$ cat config.mk
export PLATFORM = sky130hd
export DESIGN_NAME = data_store_buffer
export DESIGN_NICKNAME = d
export VERILOG_FILES = /design/src/rtl/data_store_buffer.sv
export SDC_FILE = /design/constraint.sdc
export NUM_CORES = 1
export LEC_CHECK = 0
export ABC_AREA = 1
export BUFFER_PORTS_ARGS = -buffer_cell sky130_fd_sc_hd__buf_4
export CORE_MARGIN = 2
export CORE_UTILIZATION = 45
export CTS_CLUSTER_DIAMETER = 30
export DETAILED_ROUTE_END_ITERATION = 10
export PLACE_DENSITY = 0.69
export SLEW_MARGIN = 20
export SYNTH_ARGS = -nofsm -noshare
export SYNTH_HDL_FRONTEND = slang
export SYNTH_SLANG_ARGS = --single-unit
$ cat constraint.sdc
create_clock -name aclk -period 5 [get_ports aclk]
set_input_delay 0.5 -clock aclk [delete_from_list [all_inputs] [get_ports aclk]]
set_output_delay 0.5 -clock aclk [all_outputs]
set_load 0.01 [all_outputs]
$ cat src/rtl/data_store_buffer.sv
// data_store_buffer: posted-write buffer between the core data port and the
// SRAM-like-to-AXI bridge. Stores are acked one cycle after acceptance and
// drained in order; loads pass through once ordering is safe.
// Optional feature macro: DSB_READ_BYPASS_EN (cached loads may bypass pending
// stores to other words).
module data_store_buffer #(
    parameter int unsigned DEPTH = 4
) (
    input  logic                    aclk,
    input  logic                    aresetn,
    input  logic                    cpu_req,
    input  logic                    cpu_wr,
    input  logic                    cpu_uncached,
    input  logic [1:0]              cpu_size,
    input  logic [31:0]             cpu_addr,
    input  logic [31:0]             cpu_wdata,
    output logic [31:0]             cpu_rdata,
    output logic                    cpu_addr_ok,
    output logic                    cpu_data_ok,
    output logic                    mem_req,
    output logic                    mem_wr,
    output logic                    mem_uncached,
    output logic [1:0]              mem_size,
    output logic [31:0]             mem_addr,
    output logic [31:0]             mem_wdata,
    input  logic [31:0]             mem_rdata,
    input  logic                    mem_addr_ok,
    input  logic                    mem_data_ok,
    output logic [$clog2(DEPTH):0]  buf_count,
    output logic                    buf_empty
);

    localparam int unsigned AW = $clog2(DEPTH);
    localparam int unsigned CW = AW + 1;

    typedef enum logic [1:0] {IDLE, WR_ADDR, WR_DATA, RD_DATA} state_e;

    state_e          state_q;
    logic [AW-1:0]   head_q, tail_q;
    logic [CW-1:0]   count_q, count_d;
    logic            wr_ack_q;

    logic [31:0]     addr_q  [DEPTH];
    logic [31:0]     wdata_q [DEPTH];
    logic [1:0]      size_q  [DEPTH];
    logic            unc_q   [DEPTH];

    logic            empty, full, push, pop, ld_ok, ld_elig;

    assign empty     = (count_q == '0);
    assign full      = (count_q == CW'(DEPTH));
    assign push      = cpu_req & cpu_wr & ~full & (state_q != RD_DATA);
    assign pop       = (state_q == WR_DATA) & mem_data_ok;
    assign buf_count = count_q;
    assign buf_empty = empty;

`ifdef DSB_READ_BYPASS_EN
    logic hit;

    // Word-granular match of the load address against every valid entry
    always_comb begin
        hit = 1'b0;
        for (int i = 0; i < DEPTH; i++) begin
            logic [AW-1:0] off;
            off = AW'(i) - head_q;
            if ((CW'(off) < count_q) && (addr_q[i][31:2] == cpu_addr[31:2]))
                hit = 1'b1;
        end
    end

    assign ld_ok = empty | (~cpu_uncached & ~hit);
`else
    assign ld_ok = empty;
`endif

    assign ld_elig = cpu_req & ~cpu_wr & ~wr_ack_q & (state_q == IDLE) & ld_ok;

    // Occupancy update; push and pop together leave it unchanged
    always_comb begin
        count_d = count_q;
        case ({push, pop})
            2'b10:   count_d = CW'(count_q + CW'(1));
            2'b01:   count_d = CW'(count_q - CW'(1));
            default: count_d = count_q;
        endcase
    end

    // Downstream request mux and core-side handshakes
    always_comb begin
        cpu_addr_ok  = push;
        cpu_data_ok  = wr_ack_q;
        cpu_rdata    = '0;
        mem_req      = 1'b0;
        mem_wr       = 1'b0;
        mem_uncached = 1'b0;
        mem_size     = '0;
        mem_addr     = '0;
        mem_wdata    = '0;
        case (state_q)
            IDLE: begin
                if (ld_elig) begin
                    mem_req      = 1'b1;
                    mem_uncached = cpu_uncached;
                    mem_size     = cpu_size;
                    mem_addr     = cpu_addr;
                    mem_wdata    = cpu_wdata;
                    cpu_addr_ok  = mem_addr_ok;
                end else if (!empty) begin
                    mem_req      = 1'b1;
                    mem_wr       = 1'b1;
                    mem_uncached = unc_q[head_q];
                    mem_size     = size_q[head_q];
                    mem_addr     = addr_q[head_q];
                    mem_wdata    = wdata_q[head_q];
                end
            end
            WR_ADDR: begin
                mem_req      = 1'b1;
                mem_wr       = 1'b1;
                mem_uncached = unc_q[head_q];
                mem_size     = size_q[head_q];
                mem_addr     = addr_q[head_q];
                mem_wdata    = wdata_q[head_q];
            end
            RD_DATA: begin
                cpu_data_ok = mem_data_ok;
                cpu_rdata   = mem_rdata;
            end
            default: ;
        endcase
    end

    // Control state: FSM, pointers, count and store ack
    always_ff @(posedge aclk or negedge aresetn) begin
        if (!aresetn) begin
            state_q  <= IDLE;
            head_q   <= '0;
            tail_q   <= '0;
            count_q  <= '0;
            wr_ack_q <= 1'b0;
        end else begin
            wr_ack_q <= push;
            count_q  <= count_d;
            if (push) tail_q <= AW'(tail_q + AW'(1));
            if (pop)  head_q <= AW'(head_q + AW'(1));
            case (state_q)
                IDLE: begin
                    if (ld_elig) begin
                        if (mem_addr_ok) state_q <= RD_DATA;
                    end else if (!empty) begin
                        state_q <= mem_addr_ok ? WR_DATA : WR_ADDR;
                    end
                end
                WR_ADDR: if (mem_addr_ok) state_q <= WR_DATA;
                WR_DATA: if (mem_data_ok) state_q <= IDLE;
                RD_DATA: if (mem_data_ok) state_q <= IDLE;
                default: state_q <= IDLE;
            endcase
        end
    end

    // Entry storage written at the tail on store accept
    always_ff @(posedge aclk) begin
        if (push) begin
            addr_q[tail_q]  <= cpu_addr;
            wdata_q[tail_q] <= cpu_wdata;
            size_q[tail_q]  <= cpu_size;
            unc_q[tail_q]   <= cpu_uncached;
        end
    end

endmodule

# After elaboration in Yosys (flattened, before gate mapping)
# Memories as Yosys holds them, arrays and structs flattened.
# Cells that the tools add are included.
# totals
ram_bits	268
reg_bits	10
mem_count	4
inputBits	105
output_inout_bits	107
wordCells	71
# classes
bitwise_logic	11
eq_ne	11
mux	31
addsub	4
n_reduce_logical	5
# mem_list
name	depth	word_bits	read_ports	rd_clocked_by_memory_dff	wr	line	text
addr_q	4	32	1	0	1	43	logic [31:0] addr_q [DEPTH];
wdata_q	4	32	1	0	1	44	logic [31:0] wdata_q [DEPTH];
size_q	4	2	1	0	1	45	logic [1:0] size_q [DEPTH];
unc_q	4	1	1	0	1	46	logic unc_q [DEPTH];
# op_table
op	n
$mux 32	5
$pmux 32 s2	2
$mux 2	8
$mux 1	10
$and 1x1->1	8
$eq 2x2->1 const B	3
$ne 3x3->1 const B	2
$pmux 1 s2	3
$pmux 2 s3	1
$pmux 3 s2	1
$add 2x1->2 const B	2
$eq 2x1->1 const B	2
$ne 2x2->1 const B	2
$pmux 2 s2	1
$reduce_and 4->1	1
$add 3x1->3 const B	1
$eq 3x3->1 const B	1
$logic_not 3->1	1
$not 1->1	3
$sub 3x1->3 const B	1
$logic_not 2->1	1
$ne 2x1->1 const B	1
$reduce_bool 2->1	1
$reduce_or 2->1	1

# Logic depth before layout (Yosys ltp)
# depth
ltp_word	7
mapped_depth	9

# Least setup slack after synthesis
# No wires, ideal clock.
# synth_timing
path_type	reg-to-reg
startpoint	register state_q[1]
endpoint	memory addr_q[0][0] (enable)
setup_slack_ps	819
setup_ps	493
stages_incl_launch_ff	5
required_ps	4507
n_path_buf	1
t_arrival_ps	3688
path_cell_list	dfrtp_1 > buf_2 > nand2_2 > nand4_2 > nor2_1
# synth_between
elab_chain_cells	4
# synth_lines
element	line	text
start, declared	38	state_e state_q;
start signal, assigned	151	state_q <= mem_addr_ok ? WR_DATA : WR_ADDR;
$ne 2x2->1	52	assign push = cpu_req & cpu_wr & ~full & (state_q != RD_DATA);
$and 1x1->1	52	
$mux 1	164	if (push) begin
$mux 1 (implied by the code)	165	addr_q[tail_q] <= cpu_addr;
end, declared	43	
# Every way passes these cells.

# Final worst setup path
# layout_timing
startpoint	register head_q[0]
endpoint	output mem_addr[19]
# layout_between
elab_chain_cells	4
# layout_lines
element	line	text
start, declared	39	logic [AW-1:0] head_q, tail_q;
start signal, assigned	145	if (pop) head_q <= AW'(head_q + AW'(1));
$mem_v2 4x32 (*)	-	
$mux 32	108	end else if (!empty) begin
$mux 32	101	if (ld_elig) begin
$pmux 32 s2 (*)	99	case (state_q)
end, declared	24	output logic [31:0] mem_addr,
# Mark *: on every way between the ends. The rest lies on a longest branch, timed or not.

==> impl_summary.txt <==
----------------------------------------------------
[Synth]
  Share of cell area taken by muxes after synthesis ... 0
  Instance count of the mapped netlist ... slightly above 1000
  Post-synth design cell area ... roughly 0.012 sq mm
  Area share of xor/xnor cells in the synthesized design ... 0.00301
  Number of distinct library cell variants in the gate-level netlist after synthesis ... 29
  Top cell type by total area after synthesis ... edfxtp_1
  Post-synthesis sequential area ratio ... 0.713
  Count leader, synth ... edfxtp_1
  Number of flops mapped to enable cells by yosys ... between 200 and 300
  Arithmetic-cell share of the synthesized area counting full adders, half adders and majority gates ... 0.00709
  Leading register cell type out of synthesis ... edfxtp_1
  Number of synthesized register bits ... approximately 280
  List of most frequent post-synthesis cells ... 268 x edfxtp_1, 213 x nand2_1, 181 x nor2_1, 125 x o21ai_0, 66 x o22ai_1
  Number of warnings reported in the yosys synthesis log ... 0
  Post-synthesis compound-gate area fraction ... 0.0976
  Post-synthesis area per instance ... ~11 sq um
  Cell types occupying the most area after synthesis ... edfxtp_1 69%, nand2_1 6.9%, nor2_1 5.8%, o21ai_0 5.4%, o22ai_1 3.5%
  Post-Syn Nets ... about 1100
  Async set-reset flop share out of synthesis ... 0.0360
  Dominant combinational cell family by area after synthesis ... simple AND/OR/NAND/NOR gates
  Area fraction of the dominant cell type after synthesis ... 0.691
  Synthesized-area fraction occupied by and/or/nand/nor cells ... 0.134

[Floorplanning]
  Num ports ... 212
  FP Rows ... 58
  DIE HEIGHT ... roughly 160 um
  Initial cell density of the core ... 0.460
  Core outline area ... about 0.025 sq mm
  Die footprint ... between 0.02 and 0.03 sq mm
  Die Span X ... about 160 um

[Power and ir drop]
  Int Pwr ... 6.26 mW
  Proportion of power drawn by combinational gates ... 0.343
  Total power per unit cell area ... 628 mW/mm^2
  Leakage power ... about 6.0 nW
  Clk network pwr share ... 0.346
  Sequential fraction of design power ... 0.310
  NetSw ... ~3.3 mW
  Switching power as a share of total power ... 0.344
  Worst voltage drop across the vdd grid ... between 300 and 400 uV

[GRT]
  Antenna violations before repair ... 0
  Gr ovfl total ... 0
  Number of global-route vias before repair ... roughly 8000
  Largest net degree at the start of global routing ... approximately 120
  Global-route wire length before repair ... between 40000 and 50000 um
  Total track usage ... 0.203

[Critical path]
  Maximum net fanout on the critical path ... 92
  Setup Crit Path Kind ... reg2out
  Worst Path Required ... around 4.5 ns
  Crit. End Element ... primary output
  Data arrival time of the worst path ... a little under 3 ns
  Kind of launch point of the worst setup path ... flop

[Drt]
  Post-DRT Antenna Nets ... 0
  Number of vias per cell after detailed routing ... approximately 5
  Remaining design rule violation count ... 0
  Final WL ... 27400 um
  Average wire per standard cell ... 17.1 um
  DR iter-0 viols ... 630
  Detailed-routing iteration count for the pre-antenna-repair pass ... 4
  Total number of vias ... between 8000 and 9000

[STA]
  Period utilization ... 0.685
  Final slew viol count ... 0
  Slew at the pin closest to its max-slew limit ... between 1 and 1.5 ns
  Hold Worst Slack ... ~0.16 ns
  Setup repair after global routing missed its margin ... no
  Aggregate negative setup slack ... 0 ns
  Finish-stage setup viols ... 0
  Clock Skews ... approximately 0.029 ns
  Relative slew slack ... 0.307
  Hold Vio Cnt, Final ... 0
  Final min period ... 3.42 ns
  Fmax ... roughly 0.3 GHz

[Placed design]
  Cell area after placement ... between 0.01 and 0.015 sq mm
  Count of input and output buffers ... 211
  DP HPWL ... ~16000 um
  Routability congestion estimate ... ~0.74
  Cell Count Post-Placement ... about 1500

[Clocking]
  CTS sink count ... between 200 and 300
  Root buffer selected by CTS ... clkbuf_16
  Number of H-tree levels ... 2
  Clk_lat worst skew ... between 0.5 and 0.6 ns
  Total CTS buffers ... between 50 and 60
  Post-CTS setup repair buffer count ... 0
  Clock Tree Buf Depth ... 3
  Clock tree from TritonCTS ... built
  Clock-pin slew on the worst setup and hold paths ... 0.05 ns

[Cells and area]
  ANT cells ... 0
  Total number of nets in the final design ... approximately 1300
  Area growth from synthesis to final layout ... 30.5%
  Number of fillers in the final layout ... roughly 2000
  Final core utilization ... 0.600
  Storage cell area ... 0.00830 sq mm
  Cell Count, Final, Fillers Out ... around 1600
  Final instance area ... ~0.015 sq mm
  Layout cell share with drive strength beyond 1 ... 0.254
  Footprint of the multi-input gates ... about 0.0029 sq mm

[Run status]
  Status ... finished, final reports clean

[Job]
  Reported max-cap violation count ... 0

[Hold path]
  Worst min-delay path category ... in2reg

----------------------------------------------------
## through the flow
stage	power [mW]	setup slack [ns]
2_1_floorplan	4.95	0.819
3_3_place_gp	6.27	2.01
3_5_place_dp	6.31	1.91
4_1_cts	9.64	1.43
5_1_grt	10.1	1.36
6_report	9.54	1.58
## per-layer routing
layer / wire [um] / GRT usage / share of wire
met3: 1380 / 0.0334 / 0.050
met2: 13700 / 0.347 / 0.50
met4: 393 / 0.0577 / 0.014
met1: 12000 / 0.269 / 0.44
met5: 0 / 0 / 0
## cell families (layout without fill, tap and decap cells)
| logic type | count (synthesis) | in the layout |
|---|---|---|
| buffers and inverters | 114 | 369 |
| xor gates and xnor gates | 4 | 4 |
| and+or+nand+nor | 407 | 407 |
| adders and majority gates | 6 | 6 |
| AOI/OAI and AO/OA | 209 | 209 |
| DFF | 278 | 278 |
## worst paths after layout
check | start | endpoint | slack [ns] | depth (start not counted)
min | cpu_wdata[20] | wdata_q[3][20]$_DFFE_PP_ | 0.16 | 1
min in group asynchronous | aresetn | buf_count[1]$_DFFE_PN0P_ | 0.32 | 2
min reg2reg | buf_count[0]$_DFFE_PN0P_ | buf_count[0]$_DFFE_PN0P_ | 0.57 | 1
max in group asynchronous | aresetn | head_q[0]$_DFFE_PN0P_ | 4.49 | 2
max | head_q[0]$_DFFE_PN0P_ | mem_addr[19] | 1.58 | 6
max reg2reg | state_q[1]$_DFFE_PN0P_ | addr_q[0][9]$_DFFE_PP_ | 1.98 | 4
## registers in the layout (all words and copies together) (netlist names)
register	cells
head_q	2
wr_ack_q	1
state_q	2
wdata_q	128
addr_q	128
size_q	8
tail_q	2
unc_q	4
buf_count	3
## power groups by stage
stage	clock [mW]	sequential [mW]	combinational, mW
after floorplan	0	2.95	1.99
after global placement	0	2.99	3.27
after detailed placement	0	3.00	3.31
after CTS	3.35	2.96	3.33
after global routing	3.47	2.99	3.65
final	3.31	2.96	3.27
## final cells by class
| class | count | share of cell area |
|---|---|---|
| clock buffer | 55 | 0.0864 |
| multi-input combinational | 626 | 0.188 |
| sequential | 278 | 0.546 |
| tap | 330 | 0.0272 |
| timing repair buffer | 224 | 0.114 |
| inverter | 53 | 0.0134 |
| clock inverter | 37 | 0.0247 |
## timing repair
item                      4_1_cts  5_1_grt
resized for setup               0        0
hold buffers                    1        0
hold endpoints to repair       10        0
## cells in the final DEF (no fill, tap or decap), types with 5 or more instances in the layout
cell / instances
clkinv_2: 8
clkinvlp_4: 6
clkinv_1: 5
o22ai_1: 66
o21ai_1: 11
clkinv_4: 5
bufinv_16: 5
nor2_4: 5
edfxtp_1: 268
o21ai_0: 125
inv_1: 49
nand2_1: 213
ha_1: 5
nor2_1: 177
nand3_1: 7
clkbuf_16: 52
dfrtp_1: 8
buf_4: 219
inv_6: 8
## critical path, stage by stage (launching register included)
cell     delay, ns
dfrtp_4       0.74
buf_4         0.79
o21ai_0       0.25
o22ai_1       0.24
nand2_1       0.08
nand2_1       0.10
buf_4         0.13
Note: power is estimated with default switching activity, not from simulation.
